--- config.mk ---
export PLATFORM = sky130hd
export DESIGN_NAME = uart_tx_arbiter_flat
export DESIGN_NICKNAME = d
export VERILOG_FILES = /design/src/rtl/uart_tx_arbiter_if.sv /design/src/rtl/uart_tx_arbiter.sv /design/src/flat_wrapper.sv
export SDC_FILE = /design/constraint.sdc
export NUM_CORES = 1
export LEC_CHECK = 0
export CAP_MARGIN = 30
export CORE_ASPECT_RATIO = 1.25
export CORE_UTILIZATION = 50
export CTS_CLUSTER_SIZE = 24
export DETAILED_ROUTE_END_ITERATION = 7
export GPL_ROUTABILITY_DRIVEN = 0
export GPL_TIMING_DRIVEN = 1
export MAX_ROUTING_LAYER = met4
export PLACE_DENSITY = 0.8
export RECOVER_POWER = 25
export SYNTH_ARGS = -nofsm -noshare
export SYNTH_HDL_FRONTEND = slang
export SYNTH_SLANG_ARGS = --single-unit
--- constraint.sdc ---
create_clock -name i_clock -period 5.47 [get_ports i_clock]
set_clock_uncertainty 0.1 [all_clocks]
set_input_delay 1.094 -clock i_clock [delete_from_list [all_inputs] [get_ports i_clock]]
set_output_delay 1.094 -clock i_clock [all_outputs]
set_load 0.005 [all_outputs]
--- src/rtl/uart_tx_arbiter_if.sv ---
// Request/grant bus between requesters, the arbiter and the UART transmitter.
// Signal names keep the arbiter's point of view (i_* into it, o_* out of it).
interface uart_tx_arbiter_if #(
    parameter int NUM_REQ = 4
);
    logic [NUM_REQ-1:0]   i_req;
    logic [8*NUM_REQ-1:0] i_data;
    logic [NUM_REQ-1:0]   o_grant;
    logic [NUM_REQ-1:0]   o_done;
    logic                 o_timeout;
    logic                 o_busy;
    logic                 o_tx_request;
    logic [7:0]           o_tx_data;
    logic                 i_tx_busy;
    logic                 i_tx_done;

    // Requesters and transmitter side
    modport master (
        output i_req, i_data, i_tx_busy, i_tx_done,
        input  o_grant, o_done, o_timeout, o_busy, o_tx_request, o_tx_data
    );

    // Arbiter side
    modport slave (
        input  i_req, i_data, i_tx_busy, i_tx_done,
        output o_grant, o_done, o_timeout, o_busy, o_tx_request, o_tx_data
    );
endinterface

--- src/rtl/uart_tx_arbiter.sv ---
// Round-robin arbiter sharing one UART transmitter among NUM_REQ requesters.
// One byte in flight at a time; a watchdog aborts a frame that never completes.
module uart_tx_arbiter #(
    parameter int NUM_REQ = 4,
    parameter int TIMEOUT = 100000
) (
    input  logic               i_clock,
    input  logic               i_n_reset,
    uart_tx_arbiter_if.slave   bus
);
    localparam int IDX_W = (NUM_REQ > 1) ? $clog2(NUM_REQ) : 1;
    localparam int CNT_W = $clog2(TIMEOUT + 1);
    localparam logic [NUM_REQ-1:0] ONE_HOT0 = NUM_REQ'(1);

    typedef enum logic [1:0] {
        IDLE,
        LAUNCH,
        WAIT_DONE
    } state_t;

    state_t              state_q;
    logic [IDX_W-1:0]    ptr_q;
    logic [IDX_W-1:0]    owner_q;
    logic [CNT_W-1:0]    cnt_q;
    logic [NUM_REQ-1:0]  grant_q;
    logic [NUM_REQ-1:0]  done_q;
    logic                timeout_q;
    logic                busy_q;
    logic                tx_request_q;
    logic [7:0]          tx_data_q;

    logic                any_req_d;
    logic [IDX_W-1:0]    winner_d;
    int                  best_d;
    int                  dist_d;
    logic [7:0]          req_byte [NUM_REQ];

    for (genvar g = 0; g < NUM_REQ; g++) begin : g_bytes
        assign req_byte[g] = bus.i_data[8*g +: 8];
    end

    // Round-robin search: requester ptr+1 is closest, ptr itself is farthest
    always_comb begin
        any_req_d = 1'b0;
        winner_d  = '0;
        best_d    = NUM_REQ + 1;
        dist_d    = 0;
        for (int k = 0; k < NUM_REQ; k++) begin
            dist_d = (k > int'(ptr_q)) ? (k - int'(ptr_q)) : (k - int'(ptr_q) + NUM_REQ);
            if (bus.i_req[k] && (dist_d < best_d)) begin
                best_d    = dist_d;
                winner_d  = IDX_W'(k);
                any_req_d = 1'b1;
            end
        end
    end

    // Control FSM with registered outputs; pulse outputs default low each cycle
    always_ff @(posedge i_clock or negedge i_n_reset) begin
        if (!i_n_reset) begin
            state_q      <= IDLE;
            ptr_q        <= IDX_W'(NUM_REQ - 1);
            owner_q      <= '0;
            cnt_q        <= '0;
            grant_q      <= '0;
            done_q       <= '0;
            timeout_q    <= 1'b0;
            busy_q       <= 1'b0;
            tx_request_q <= 1'b0;
            tx_data_q    <= 8'h00;
        end else begin
            grant_q      <= '0;
            done_q       <= '0;
            timeout_q    <= 1'b0;
            tx_request_q <= 1'b0;
            case (state_q)
                IDLE: begin
                    if (any_req_d && !bus.i_tx_busy) begin
                        state_q      <= LAUNCH;
                        owner_q      <= winner_d;
                        tx_data_q    <= req_byte[winner_d];
                        grant_q      <= ONE_HOT0 << winner_d;
                        tx_request_q <= 1'b1;
                        busy_q       <= 1'b1;
                        cnt_q        <= '0;
                    end
                end
                LAUNCH: begin
                    // cnt_q tracks cycles elapsed since the LAUNCH cycle
                    state_q <= WAIT_DONE;
                    cnt_q   <= CNT_W'(1);
                end
                WAIT_DONE: begin
                    // A done pulse wins over a watchdog expiry in the same cycle
                    if (bus.i_tx_done) begin
                        done_q  <= ONE_HOT0 << owner_q;
                        ptr_q   <= owner_q;
                        state_q <= IDLE;
                        busy_q  <= 1'b0;
                    end else if (cnt_q == CNT_W'(TIMEOUT - 1)) begin
                        timeout_q <= 1'b1;
                        ptr_q     <= owner_q;
                        state_q   <= IDLE;
                        busy_q    <= 1'b0;
                    end else begin
                        cnt_q <= cnt_q + CNT_W'(1);
                    end
                end
                default: begin
                    state_q <= IDLE;
                    busy_q  <= 1'b0;
                end
            endcase
        end
    end

    assign bus.o_grant      = grant_q;
    assign bus.o_done       = done_q;
    assign bus.o_timeout    = timeout_q;
    assign bus.o_busy       = busy_q;
    assign bus.o_tx_request = tx_request_q;
    assign bus.o_tx_data    = tx_data_q;
endmodule

--- src/flat_wrapper.sv ---
// flat-port wrapper written by rule: the top's interface ports become plain ports
module uart_tx_arbiter_flat 
#(
    parameter int NUM_REQ = 4,
    parameter int TIMEOUT = 100000
)
  (i_clock, i_n_reset, bus_i_req, bus_i_data, bus_i_tx_busy, bus_i_tx_done, bus_o_grant, bus_o_done, bus_o_timeout, bus_o_busy, bus_o_tx_request, bus_o_tx_data);
  uart_tx_arbiter_if #(.NUM_REQ(NUM_REQ)) bus_i ();
  input  logic i_clock;
  input  logic i_n_reset;
  input wire logic [$bits(bus_i.i_req)-1:0] bus_i_req;
  input wire logic [$bits(bus_i.i_data)-1:0] bus_i_data;
  input wire logic [$bits(bus_i.i_tx_busy)-1:0] bus_i_tx_busy;
  input wire logic [$bits(bus_i.i_tx_done)-1:0] bus_i_tx_done;
  output wire logic [$bits(bus_i.o_grant)-1:0] bus_o_grant;
  output wire logic [$bits(bus_i.o_done)-1:0] bus_o_done;
  output wire logic [$bits(bus_i.o_timeout)-1:0] bus_o_timeout;
  output wire logic [$bits(bus_i.o_busy)-1:0] bus_o_busy;
  output wire logic [$bits(bus_i.o_tx_request)-1:0] bus_o_tx_request;
  output wire logic [$bits(bus_i.o_tx_data)-1:0] bus_o_tx_data;
  assign bus_i.i_req = bus_i_req;
  assign bus_i.i_data = bus_i_data;
  assign bus_i.i_tx_busy = bus_i_tx_busy;
  assign bus_i.i_tx_done = bus_i_tx_done;
  assign bus_o_grant = bus_i.o_grant;
  assign bus_o_done = bus_i.o_done;
  assign bus_o_timeout = bus_i.o_timeout;
  assign bus_o_busy = bus_i.o_busy;
  assign bus_o_tx_request = bus_i.o_tx_request;
  assign bus_o_tx_data = bus_i.o_tx_data;
  uart_tx_arbiter #(.NUM_REQ(NUM_REQ), .TIMEOUT(TIMEOUT)) u_core (.i_clock(i_clock), .i_n_reset(i_n_reset), .bus(bus_i));
endmodule
==> impl_metrics.toml <==
[yosys]
ys_seq_elements = 42
synth-main-ff-cell = "dfrtp_1"
synthCells = 289
yosysWarnings = 0
yosysSeqAreaShare_pct = 41.0
synth-edff-count = 0
synth.avg_cell_area_um2 = 8.88
syn-cell-area_um2 = 2570
async_flop_share_pct = 100
yosysUniqueCellTypes = 43
syn-num-nets = 346

[grt]
global_route.usage.met2_pct = 42.7
grt_max_degree = 43
grt.total_usage_pct = 25.8
grt_use_met1_pct = 31.9
antenna_found_initial = 0
grt_first_pass_wirelength_um = 10500
grt_pass1_vias = 2315
busiest_layer = "met2"
grt-ovfl-total = 0
grt.met3_usage_pct = 3.71

[routing]
routedWlPerCell_um = 15.3
firstDrtPassIters = 4
ant_nets = 0
drc_errors = 0
vias_per_cell = 5.92
drt-initial-drc-count = 246
dr_total_vias = 2523
totalWireLength_um = 6530

[timing]
setup_violations = 0
tightest_slew_ps = 2170
final-hold-violation-count = 0
fmax_mhz = 187
period_share_pct = 98.0
tns_ps = 0
hold_slack_ps = 383
finalMaxSlewViolations = 43
max-slew-margin-rel_pct = -44.7
setup_slack_ps = 109
post-route-min-period_ps = 5360

[placement]
portBuffers = 58
detailed_place_hpwl_um = 4530
dp_slack_ps = -289

[cells_and_area]
area_growth_pct = 38.2
drive_above_1_share_pct = 13.7
nNetsFinal = 422
final_core_util_pct = 73.4
multiInputGateArea_um2 = 1460
fillers = 355
n_antenna_cell = 0
layout.area.seq_um2 = 1050

[setup_path]
setup.worst_path.class = "primary input to register"
crit_required_ps = 5570
r2r_cells = 21
crit_path_end_kind = "register"
cp.arrival_ps = 5460
worstPathMaxFanout = 5
startpoint_type = "primary input"

[die]
dieArea_um2 = 5430
die_w_um = 66.1
start_util_pct = 53.1
io_pins = 59
rows = 28
core_um2 = 4830
die_y_um = 82.1

[clock_network]
cts_made_buffers = 5
clock-root-buffer = "clkbuf_8"
clock_path_buffers = 2
cts_sinks = 42
cts_htree_levels = 2
clk_pin_slew_worst_paths_ps = 80
cts_tree = "built"
clkLatencyLatePin_ps = 300

[job]
timing.max_cap.violations = 1

[power]
finalPower_mw = 2.00
leakage_nw = 1.60
power_density_nw_per_um2 = 562
ir_drop_uv = 374

[hold_path]
min_path_cells = 2
hp-class = "register to register"

[run_status]
outcome = "finished, violations left"
violations = "max-capacitance violations, max-slew violations"
==> metal layers <==
| metal | routed length, um | up-vias |
|---|---|---|
| met3 | 255 | 17 |
| met5 | 0 | - |
| li1 | - | 1209 |
| met4 | 175 | 0 |
| met1 | 2730 | 1205 |
| met2 | 3380 | 92 |
==> report_power, final <==
part	leakage [nW]	switching, mW	internal (mW)
registers	0.556	0.0564	0.393
logic	0.976	0.648	0.599
clock network	0.0683	0.116	0.183
total	1.60	0.820	1.18
==> metrics by stage <==
step / cell area (um2) / instances
6_report: 3550 / 426
4_1_cts: 3470 / 422
3_3_place_gp: 3330 / 414
2_1_floorplan: 2570 / 289
3_5_place_dp: 3330 / 414
5_1_grt: 3550 / 426
==> cell type report <==
cell class / count / share of cell area, %
tap: 60 / 2.12
timing repair buffer: 81 / 22.0
inverter: 11 / 1.16
sequential: 42 / 29.7
multi-input combinational: 224 / 41.2
clock inverter: 3 / 1.94
clock buffer: 5 / 1.94
==> path summary, 6_finish.rpt <==
path | start | endpoint | slack [ps]
max | bus_i_req[0] | u_core.cnt_q[15]$_DFFE_PN0P_ | 110
min | u_core.bus.o_tx_data[2]$_DFFE_PN0P_ | u_core.bus.o_tx_data[2]$_DFFE_PN0P_ | 380
max reg2reg | u_core.ptr_q[1]$_DFFE_PN1P_ | u_core.cnt_q[15]$_DFFE_PN0P_ | 400
min reg2reg | u_core.bus.o_tx_data[2]$_DFFE_PN0P_ | u_core.bus.o_tx_data[2]$_DFFE_PN0P_ | 380
max in group asynchronous | i_n_reset | u_core.bus.o_tx_data[2]$_DFFE_PN0P_ | 2720
min in group asynchronous | i_n_reset | u_core.cnt_q[2]$_DFFE_PN0P_ | 1320
==> cells in the mapped netlist, drive strengths merged (3+ instances only) <==
cell type  number  area [um2]
nand3           8        40.0
nand2          49         184
o22ai           8        50.1
a31oi           4        25.0
a21oi           9        45.0
buf             3        21.3
mux2            4        45.0
inv            11        41.3
nand2b          5        31.3
dfrtp          40        1000
ha             17         213
nor2           27         101
o21ai          16        83.8
and4            4        35.0
o31ai          35         277
clkbuf          9        33.8
nor2b           5        31.3
o41ai           4        42.6
nor3            4        20.0
==> registers in the layout, indices dropped and copies added (netlist names) <==
name                     count
u_core.state_q               2
u_core.cnt_q                17
u_core.bus.o_busy            1
u_core.owner_q               2
u_core.bus.o_done            4
u_core.bus.o_tx_data         8
u_core.bus.o_timeout         1
u_core.bus.o_tx_request      1
u_core.bus.o_grant           4
u_core.ptr_q                 2
==> critical path, stage by stage <==
cell and delay (ps):
clkdlybuf4s50_1 480, nor2b_4 150, ha_1 220, nor2b_1 140, o21a_2 240, buf_4 150, nor2_1 150, a31oi_2 70
ha_1 290, o2111a_1 170, o31ai_4 260, mux2_2 370, ha_1 290, nand3b_1 90, nand4b_1 130, nor2_2 200
nor4b_2 90, or3_1 420, buf_4 160, o41ai_2 300
==> placed cells by master, fill, tap and decap left out, types with 3 or more instances in the layout <==
| cell | n |
|---|---|
| ha_1 | 17 |
| o21ai_1 | 5 |
| o22ai_1 | 8 |
| buf_4 | 19 |
| o31ai_1 | 33 |
| nor2b_1 | 4 |
| a21oi_1 | 9 |
| mux2_2 | 4 |
| o21ai_0 | 10 |
| clkbuf_8 | 5 |
| dfrtp_1 | 40 |
| nor2_1 | 26 |
| clkdlybuf4s50_1 | 57 |
| a31oi_1 | 3 |
| nand2_1 | 49 |
| and4_1 | 4 |
| inv_1 | 11 |
| nor3_1 | 4 |
| nand3_1 | 8 |
| nand2b_1 | 5 |
==> cell families after synthesis <==
| logic type | after synthesis | synth area share [%] |
|---|---|---|
| DFF | 42 | 41.0 |
| adders and majority gates | 17 | 8.28 |
| muxes | 5 | 2.14 |
| AOI/OAI and AO/OA | 84 | 23.0 |
| and+or+nand+nor | 118 | 21.8 |
| buffers and inverters | 23 | 3.75 |
==> repair_timing <==
item	CTS	global route
buffers inserted	0	4
endpoints found under the setup margin	0	30
resized for setup	0	11
hold buffers	0	0
Note: power is estimated with default switching activity, not from simulation.
